### src/rtl/uart_tx_io_pkg.sv
// -----------------------------------------------------------------------------
// uart_tx_io_pkg
// Shared IO definitions for the UART transmitter peripheral: register offsets,
// status word bit positions and the transmit FSM state encoding.
// Configuration: UART_TX_PARITY_EN adds the PARITY state to the encoding.
// -----------------------------------------------------------------------------
package uart_tx_io_pkg;

  localparam logic [1:0] UART_DATA_OFS = 2'b00;
  localparam logic [1:0] UART_STAT_OFS = 2'b10;

  localparam int ST_FULL_BIT = 0;
  localparam int ST_BUSY_BIT = 1;
  localparam int ST_OVF_BIT  = 2;
  localparam int ST_PAR_BIT  = 3;

  typedef enum logic [2:0] {
    S_IDLE   = 3'd0,
    S_START  = 3'd1,
    S_DATA   = 3'd2,
    S_STOP   = 3'd4
`ifdef UART_TX_PARITY_EN
    ,
    S_PARITY = 3'd3
`endif
  } tx_state_e;

endpackage

### src/rtl/uart_tx_fifo.sv
// -----------------------------------------------------------------------------
// uart_tx_fifo
// Synchronous byte FIFO between the CPU write port and the transmit FSM.
// Pointers carry one extra wrap bit so full and empty come straight from a
// pointer compare. Pushes while full and pops while empty are ignored.
//
// Ports:
//   clk_i    clock
//   rst_ni   asynchronous active-low reset (pointers to 0, FIFO empty)
//   push_i   write din_i at the write pointer
//   din_i    data in
//   pop_i    advance the read pointer
//   dout_o   entry at the read pointer (valid when not empty)
//   full_o   FIFO holds DEPTH entries
//   empty_o  FIFO holds no entries
// -----------------------------------------------------------------------------
module uart_tx_fifo #(
  parameter int DEPTH = 4,
  parameter int WIDTH = 8
) (
  input  logic             clk_i,
  input  logic             rst_ni,
  input  logic             push_i,
  input  logic [WIDTH-1:0] din_i,
  input  logic             pop_i,
  output logic [WIDTH-1:0] dout_o,
  output logic             full_o,
  output logic             empty_o
);

  localparam int AW = $clog2(DEPTH);
  localparam logic [AW:0] PTR_ONE = {{AW{1'b0}}, 1'b1};

  logic [WIDTH-1:0] mem_q [DEPTH];
  logic [AW:0]      wr_ptr_q, wr_ptr_d;
  logic [AW:0]      rd_ptr_q, rd_ptr_d;
  logic             do_push;
  logic             do_pop;

  assign empty_o = (wr_ptr_q == rd_ptr_q);
  // Same slot, opposite lap: the writer is exactly one lap ahead.
  assign full_o  = (wr_ptr_q[AW] != rd_ptr_q[AW]) &&
                   (wr_ptr_q[AW-1:0] == rd_ptr_q[AW-1:0]);

  assign do_push = push_i && !full_o;
  assign do_pop  = pop_i && !empty_o;

  assign wr_ptr_d = do_push ? (wr_ptr_q + PTR_ONE) : wr_ptr_q;
  assign rd_ptr_d = do_pop  ? (rd_ptr_q + PTR_ONE) : rd_ptr_q;

  assign dout_o = mem_q[rd_ptr_q[AW-1:0]];

  always_ff @(posedge clk_i or negedge rst_ni) begin
    if (!rst_ni) begin
      wr_ptr_q <= '0;
      rd_ptr_q <= '0;
    end else begin
      wr_ptr_q <= wr_ptr_d;
      rd_ptr_q <= rd_ptr_d;
    end
  end

  always_ff @(posedge clk_i) begin
    if (do_push) begin
      mem_q[wr_ptr_q[AW-1:0]] <= din_i;
    end
  end

endmodule

### src/rtl/uart_tx_io.sv
// -----------------------------------------------------------------------------
// uart_tx_io
// Memory-mapped UART transmitter. The CPU pushes bytes through the IO decode
// into a small FIFO; the FSM serialises them on txd as 8N1 (or 8E1 when
// UART_TX_PARITY_EN is defined) at CLKS_PER_BIT clocks per bit.
//
// Register map (uartaddr):
//   2'b00 write : push uart_wdata[7:0]
//   2'b10 read  : {12'b0, parity_build, overflow, busy, full}
//   others      : ignored, read 0
//
// State table:
//   IDLE   | txd high, waiting for a queued byte
//   START  | start bit (txd low)
//   DATA   | 8 data bits, LSB first
//   PARITY | even parity bit (UART_TX_PARITY_EN builds only)
//   STOP   | stop bit (txd high); chains straight into START if more queued
//
// Ports:
//   clock       clock
//   rst         asynchronous active-low reset
//   uartcs      chip select from the IO decoder
//   uartwrite   write strobe
//   uartread    read strobe
//   uartaddr    register select
//   uart_wdata  write data ([7:0] used)
//   uart_rdata  status word, 0 unless a status read is selected
//   txd         serial output, idles high
// -----------------------------------------------------------------------------
module uart_tx_io
  import uart_tx_io_pkg::*;
#(
  parameter int CLKS_PER_BIT = 200,
  parameter int FIFO_DEPTH   = 4
) (
  input  logic        clock,
  input  logic        rst,
  input  logic        uartcs,
  input  logic        uartwrite,
  input  logic        uartread,
  input  logic [1:0]  uartaddr,
  input  logic [15:0] uart_wdata,
  output logic [15:0] uart_rdata,
  output logic        txd
);

  localparam int CNT_W = $clog2(CLKS_PER_BIT);
  localparam logic [CNT_W-1:0] BIT_LAST = CNT_W'(CLKS_PER_BIT - 1);
  localparam logic [CNT_W-1:0] CNT_ONE  = CNT_W'(1);

  tx_state_e   state_q, state_d;
  logic [CNT_W-1:0] cnt_q, cnt_d;
  logic [2:0]  bit_q, bit_d;
  logic [7:0]  shift_q, shift_d;
  logic        par_q, par_d;
  logic        txd_q, txd_d;
  logic        ovf_q, ovf_d;

  logic        push_req;
  logic        stat_rd;
  logic        fifo_pop;
  logic        fifo_full;
  logic        fifo_empty;
  logic [7:0]  fifo_dout;
  logic        bit_end;
  logic        busy;
  logic [15:0] status;
  logic        unused_wdata_hi;

  assign unused_wdata_hi = ^uart_wdata[15:8];

  assign push_req = uartcs && uartwrite && (uartaddr == UART_DATA_OFS);
  assign stat_rd  = uartcs && uartread  && (uartaddr == UART_STAT_OFS);

  uart_tx_fifo #(
    .DEPTH (FIFO_DEPTH),
    .WIDTH (8)
  ) u_fifo (
    .clk_i   (clock),
    .rst_ni  (rst),
    .push_i  (push_req),
    .din_i   (uart_wdata[7:0]),
    .pop_i   (fifo_pop),
    .dout_o  (fifo_dout),
    .full_o  (fifo_full),
    .empty_o (fifo_empty)
  );

  assign bit_end = (cnt_q == BIT_LAST);

  always_ff @(posedge clock or negedge rst) begin
    if (!rst) begin
      state_q <= S_IDLE;
    end else begin
      state_q <= state_d;
    end
  end

  always_comb begin
    state_d  = state_q;
    cnt_d    = cnt_q;
    bit_d    = bit_q;
    shift_d  = shift_q;
    par_d    = par_q;
    fifo_pop = 1'b0;

    unique case (state_q)
      S_IDLE: begin
        if (!fifo_empty) begin
          state_d  = S_START;
          fifo_pop = 1'b1;
          shift_d  = fifo_dout;
          par_d    = ^fifo_dout;
          cnt_d    = '0;
          bit_d    = '0;
        end
      end
      S_START: begin
        if (bit_end) begin
          state_d = S_DATA;
          cnt_d   = '0;
        end else begin
          cnt_d = cnt_q + CNT_ONE;
        end
      end
      S_DATA: begin
        if (bit_end) begin
          cnt_d   = '0;
          shift_d = {1'b0, shift_q[7:1]};
          if (bit_q == 3'd7) begin
            bit_d = '0;
`ifdef UART_TX_PARITY_EN
            state_d = S_PARITY;
`else
            state_d = S_STOP;
`endif
          end else begin
            bit_d = bit_q + 3'd1;
          end
        end else begin
          cnt_d = cnt_q + CNT_ONE;
        end
      end
`ifdef UART_TX_PARITY_EN
      S_PARITY: begin
        if (bit_end) begin
          state_d = S_STOP;
          cnt_d   = '0;
        end else begin
          cnt_d = cnt_q + CNT_ONE;
        end
      end
`endif
      S_STOP: begin
        if (bit_end) begin
          cnt_d = '0;
          // Chain the next frame with no idle gap when bytes are waiting.
          if (!fifo_empty) begin
            state_d  = S_START;
            fifo_pop = 1'b1;
            shift_d  = fifo_dout;
            par_d    = ^fifo_dout;
            bit_d    = '0;
          end else begin
            state_d = S_IDLE;
          end
        end else begin
          cnt_d = cnt_q + CNT_ONE;
        end
      end
      default: begin
        state_d = S_IDLE;
        cnt_d   = '0;
        bit_d   = '0;
      end
    endcase

    // txd is registered from the next state so it changes on the same edge
    // as the state and cannot glitch.
    unique case (state_d)
      S_START:  txd_d = 1'b0;
      S_DATA:   txd_d = shift_d[0];
`ifdef UART_TX_PARITY_EN
      S_PARITY: txd_d = par_d;
`endif
      default:  txd_d = 1'b1;
    endcase
  end

  // A drop in the same cycle as a status read wins, so it is never lost.
  always_comb begin
    ovf_d = ovf_q;
    if (stat_rd) begin
      ovf_d = 1'b0;
    end
    if (push_req && fifo_full) begin
      ovf_d = 1'b1;
    end
  end

  always_ff @(posedge clock or negedge rst) begin
    if (!rst) begin
      cnt_q   <= '0;
      bit_q   <= '0;
      shift_q <= '0;
      par_q   <= 1'b0;
      txd_q   <= 1'b1;
      ovf_q   <= 1'b0;
    end else begin
      cnt_q   <= cnt_d;
      bit_q   <= bit_d;
      shift_q <= shift_d;
      par_q   <= par_d;
      txd_q   <= txd_d;
      ovf_q   <= ovf_d;
    end
  end

  assign txd  = txd_q;
  assign busy = (state_q != S_IDLE) || !fifo_empty;

  always_comb begin
    status              = '0;
    status[ST_FULL_BIT] = fifo_full;
    status[ST_BUSY_BIT] = busy;
    status[ST_OVF_BIT]  = ovf_q;
`ifdef UART_TX_PARITY_EN
    status[ST_PAR_BIT]  = 1'b1;
`endif
  end

  assign uart_rdata = stat_rd ? status : 16'h0000;

endmodule

### config.mk
export PLATFORM = sky130hd
export DESIGN_NAME = uart_tx_io
export DESIGN_NICKNAME = d
export VERILOG_FILES = /design/src/rtl/uart_tx_io_pkg.sv /design/src/rtl/uart_tx_fifo.sv /design/src/rtl/uart_tx_io.sv
export SDC_FILE = /design/constraint.sdc
export NUM_CORES = 1
export LEC_CHECK = 0
export CORE_ASPECT_RATIO = 0.6
export CORE_UTILIZATION = 50
export CTS_BUF_LIST = sky130_fd_sc_hd__clkbuf_8
export DETAILED_ROUTE_END_ITERATION = 8
export PLACE_DENSITY_LB_ADDON = 0.2
export SETUP_SLACK_MARGIN = 0.05
export SLEW_MARGIN = 40
export SYNTH_ARGS = -nofsm -noshare
export SYNTH_HDL_FRONTEND = slang
export SYNTH_HIERARCHICAL = 1
export SYNTH_SLANG_ARGS = --single-unit
### constraint.sdc
create_clock -name clock -period 2.62 [get_ports clock]
set_input_delay 0.262 -clock clock [delete_from_list [all_inputs] [get_ports clock]]
set_output_delay 0.262 -clock clock [all_outputs]
set_load 0.02 [all_outputs]
======== Yosys cells after proc, flatten, opt, wreduce, memory -nomap -nowiden ========
Memories as Yosys holds them, arrays and structs flattened.
Cells that the tools add are included.
storage, ports and cells
  flip-flop bits (word level) ............. 30
  latch bits .............................. 0
  bits in writable memories ............... 32
  memory bits (read-only) ................. 0
  input port bits ......................... 23
  memories ................................ 1
cells by class
  add/sub/neg operators ................... 4
  $mul .................................... 0
  div/mod/pow operators ................... 0
  $lt $le $gt $ge ......................... 0
  equal/unequal tests ..................... 14
  shift operators ......................... 0
  muxes and demuxes ....................... 28
  bitwise operators ....................... 1
  reduce and logical (&&, ||, !) cells .... 19
memories
  memory        words  bits a word  rd ports  clocked after memory_dff  wr ports  RTL line            source
  u_fifo.mem_q  4      8            1         0                         1         uart_tx_fifo.sv:34  logic [WIDTH-1:0] mem_q [DEPTH];
operators by type and width
  kind                                                                    number
  8-bit 2-to-1 mux                                                        5
  3-bit 2-to-1 mux                                                        10
  3-bit case mux with 4 select lines                                      2
  8-bit case mux with 3 select lines                                      1
  8-bit case mux with 2 select lines                                      1
  3-bit by 1-bit adder with 3-bit output (second input constant)          3
  8-bit by 1-bit adder with 8-bit output (second input constant)          1
  8-bit equality test (second input constant)                             1
  1-bit logical AND                                                       8
  1-bit 2-to-1 mux                                                        7
  3-bit by 1-bit equality test with 1-bit output (second input constant)  2
  3-bit by 2-bit equality test with 1-bit output (second input constant)  2
  3-bit equality test (second input constant)                             2
  2-bit inequality test (second input constant)                           3
  3-bit AND reduction                                                     2
  3-bit nonzero test                                                      2
  1-bit case mux with 2 select lines                                      2
  3-bit equality test                                                     1
  3-bit zero test                                                         1
  3-bit OR reduction                                                      1
  2-bit equality test                                                     1
  2-bit equality test (second input constant)                             1
  1-bit zero test                                                         2
  2-bit zero test                                                         1
  4 further kinds                                                         4

======== Depth between registers and ports, before layout ========
  depth after elaboration ................. 6
  mapped depth ............................ 10

======== By module ========
Netlist, hierarchy kept.
by module, submodules not included
  module        instances  cells an instance  area each (µm²)
  uart_tx_fifo  1          93                 1684.1
  uart_tx_io    1          148                1412.6

======== Worst setup path after synthesis ========
No wires, ideal clock.
  path kind ............................... register to register
  from .................................... reg u_fifo.rd_ptr_q[0]
  to ...................................... reg cnt_q[5]
  library setup time ...................... 0.132 ns
  arrival time ............................ 2.000 ns
  setup slack ............................. 0.488 ns
  cell stages (with the launch flop) ...... 11
  path buffers ............................ 3
  period minus slack after synthesis ...... 2.132 ns
  cells stage by stage .................... dfrtp_1 buf_6 xnor2_2 buf_6 and3_1 buf_2 nor4b_2 nor2_1 nand4_1 xor2_1 nor2_1
on the way
  cells in the longest elaborated chain, start to end .. 2
ends and longest elaborated chain
  element                          RTL line            source
  start: declaration               uart_tx_fifo.sv:36  logic [AW:0] rd_ptr_q, rd_ptr_d;
  start signal: assignment         uart_tx_fifo.sv:59  rd_ptr_q <= rd_ptr_d;
  3-bit equality test              uart_tx_fifo.sv:40  assign empty_o = (wr_ptr_q == rd_ptr_q);
  net fifo_empty                   uart_tx_io.sv:63    logic fifo_empty;
  2-bit inequality test (no line)  -
  end signal: assignment           uart_tx_io.sv:210   cnt_q <= cnt_d;
  end: declaration                 uart_tx_io.sv:52    logic [CNT_W-1:0] cnt_q, cnt_d;
The timed path passes the listed nets, and every way through them passes these cells.
A chain may end at the register's enable or synchronous reset.

======== Worst setup path in the final report ========
  from .................................... reg u_fifo.rd_ptr_q[2]
  to ...................................... out uart_rdata[1]
on the way
  cells in the longest elaborated chain, start to end .. 4
ends and longest elaborated chain
  element              RTL line            source
  3-bit equality test  uart_tx_fifo.sv:40
  net fifo_empty       uart_tx_io.sv:63
  1-bit zero test      uart_tx_io.sv:220   assign busy = (state_q != S_IDLE) || !fifo_empty;
  1-bit logical OR     uart_tx_io.sv:220
  3-bit 2-to-1 mux     uart_tx_io.sv:232   assign uart_rdata = stat_rd ? status : 16'h0000;
  end: declaration     uart_tx_io.sv:43    output logic [15:0] uart_rdata,
The timed path passes the listed nets, and every way through them passes these cells.

==> flow_summary.yaml <==
outcome:
  status: "finished clean"
logic_synthesis:
  synthCells: 241
  yosys_warnings: 6
  synth_edf_count: 32
  synth-seq-cells: 62
  synth_area_per_cell_um2: 12.8
  synth_area_leaders: "edfxtp_1 (31%), dfrtp_1 (23%), mux4_1 (5.1%)"
  yosys.area.top_type: "edfxtp_1"
  synthArstFlopShare_pct: 48.4
  synth.top_cell.area_share_pct: 31.0
  ys_seq_area_share_pct: 55.3
  synth_area_um2: 3100
  netlist-cell-type-count: 52
  synth-main-ff-cell: "edfxtp_1"
drt:
  ant_nets: 0
  drc: 0
  drt_pass1_iterations: 4
  routed_wl_um: 5580
  first_iter_violations: 64
  vias_per_cell: 5.47
  wl_per_cell_um: 15.6
  dr_total_vias: 1960
timing:
  clock.fmax_mhz: 406
  period_needed_ns: 2.46
  drv_slew: 0
  rsz0062_at_grt: "no"
  finalSetupTns_ns: 0
  hold_violations: 0
  whs_ns: 0.305
  slew_headroom_pct: 62.7
  worst_pin_slew_ns: 0.554
  finalSetupViolations: 0
  timing.final.crit_share_pct: 93.9
  fin_skew_ns: 0.00915
placement:
  hpwl_um: 3690
  portBuffers: 18
  place_area_um2: 3340
  globalplace.congestion: 0.745
final_layout:
  fin_nets: 304
  diodes: 0
  multi_input_area_um2: 1270
  fill_cells: 474
  drive_above_1_share_pct: 15.8
  area_delta_synth_final_pct: 14.6
  final_cell_mix: "edfxtp_1 (32), dfrtp_1 (28), nand2_1 (18), clkdlybuf4s50_1 (18)"
  stdcell_area_um2: 3550
  fin_util_pct: 61.4
  layout_commonest_cell: "edfxtp_1"
  register_area_um2: 1710
grt:
  grt_max_degree: 31
  grt_pass1_vias: 1868
  grt_pass1_wl_um: 9380
  overflow: 0
  grt_usage_pct: 19.6
  antenna_found_initial: 0
floorplanning:
  io_pins: 40
  die_w_um: 104
  core_area_um2: 5780
  die_h_um: 63.0
  rows: 21
  dieArea_um2: 6520
  start_util_pct: 53.6
pwr:
  p_leak_nw: 1.43
  powerDensity_nw_per_um2: 894
  p_sw_mw: 1.12
  ir_drop_v: 0.000437
  p_clk_share_pct: 22.5
  p_comb_share_pct: 34.1
  p_seq_share_pct: 43.4
  internal_power_mw: 2.06
  switching_share_pct: 35.2
clock_tree:
  clock_tree.buffer_depth: 2
  htreeDepth: 3
  cts.clk_slew.worst_paths_ns: 0.07
  cts.sinks: 62
  numCtsBuffers: 9
  clock_latency_ns: 0.35
  cts_tree: "done"
  cts-root-buf: "clkbuf_8"
worst_setup_path:
  rrSetupSlack_ns: 0.56
  r2r-end: "u_fifo/rd_ptr_q[0]$_DFFE_PN0P_"
  arrival_ns: 2.20
  crit_path_max_fanout: 4
  cp-start-kind: "flop"
  reg2reg_from: "cnt_q[0]$_DFFE_PN0P_"
  rr_worst_depth: 8
  timing.critical_path.to_type: "output pin"
  crit_required_ns: 2.36
  crit_type: "reg -> out"
hold_path:
  hp-class: "in -> async"
run:
  drv_cap: 0
[stage by stage]
| step | power, mW | std cells | setup WS (ns) |
|---|---|---|---|
| finish | 3.17 | 358 | 0.159 |
| global route | 3.39 | 358 | 0.0249 |
| CTS | 3.14 | 355 | 0.0518 |
| detailed placement | 2.39 | 339 | 0.364 |
| global placement | 2.37 | 339 | 0.362 |
| floorplan | 2.16 | 253 | 0.488 |
[cell families after synthesis]
kind of cell             Yosys count  synth area share, %
AND/OR/NAND/NOR                   70                 12.5
flip-flops                        62                 55.3
AO/OA/AOI/OAI                     53                 12.5
buffers and inverters             27                 5.66
XOR/XNOR                          11                 3.84
multiplexers                       9                 6.87
adder cells (fa/ha/maj)            8                 3.23
other                              1                0.121
[worst max-delay path, stage by stage (launching register included)]
cell and delay [ns]:
dfrtp_1 0.47, xnor2_2 0.28, and3_1 0.24, nor4b_2 0.25, nor2_1 0.08, clkdlybuf4s50_1 0.54
[sequential cells by signal (all words and copies together) (netlist names)]
| register | count |
|---|---|
| u_fifo/rd_ptr_q | 3 |
| bit_q | 3 |
| state_q | 3 |
| shift_q | 8 |
| cnt_q | 8 |
| txd | 1 |
| u_fifo/wr_ptr_q | 3 |
| u_fifo/mem_q | 32 |
| ovf_q | 1 |
[synth_stat cells, drive strengths merged (5+ instances only)]
cell	n
a21oi	9
a22oi	6
a31oi	5
and2	7
buf	21
dfrtp	29
edfxtp	32
ha	8
inv	5
mux4	8
nand2	19
nand3	5
nor2	14
nor3	5
o21ai	14
xor2	7
[what timing repair did]
action | CTS | global route
setup endpoints to repair | 1 | 1
buffers inserted | 0 | 3
pin swaps | 0 | 1
gates resized for setup | 1 | 2
hold buffers | 0 | 0
[metal layers]
| layer | wire (um) | track usage [%] | vias up |
|---|---|---|---|
| met1 | 2770 | 26.6 | 948 |
| met2 | 2350 | 27.3 | 60 |
| li1 | - | - | 938 |
| met4 | 144 | 11.1 | 0 |
| met3 | 315 | 6.99 | 14 |
| met5 | 0 | 0 | - |
[worst max-delay path by stage]
stage                                    from                      endpoint  slack, ns
2_1_floorplan  u_fifo/rd_ptr_q[0]$_DFFE_PN0P_          cnt_q[5]$_DFFE_PN0P_       0.49
5_1_grt        u_fifo/rd_ptr_q[2]$_DFFE_PN0P_                 uart_rdata[1]       0.02
3_5_place_dp   u_fifo/wr_ptr_q[1]$_DFFE_PN0P_                 uart_rdata[1]       0.36
4_1_cts        u_fifo/wr_ptr_q[1]$_DFFE_PN0P_                 uart_rdata[1]       0.05
3_3_place_gp                           uartcs  u_fifo/mem_q[1][1]$_DFFE_PP_       0.36
6_report       u_fifo/rd_ptr_q[2]$_DFFE_PN0P_                 uart_rdata[1]       0.16
[area by class of cell]
class                           count  area share [%]
Sequential cell                    62            48.3
Clock inverter                      7            1.20
Inverter                            5           0.529
Timing Repair Buffer               31            7.83
Tap cell                           80            2.82
Clock buffer                        9            3.49
Multi-Input combinational cell    164            35.8
[power groups by stage]
stage / clock network (mW) / logic [mW] / registers (mW)
after floorplan: 0 / 0.813 / 1.35
after global placement: 0 / 0.990 / 1.38
after detailed placement: 0 / 1.01 / 1.38
after CTS: 0.740 / 1.03 / 1.37
after global routing: 0.777 / 1.21 / 1.40
final: 0.713 / 1.08 / 1.38
(Power assumes the default switching activity.)
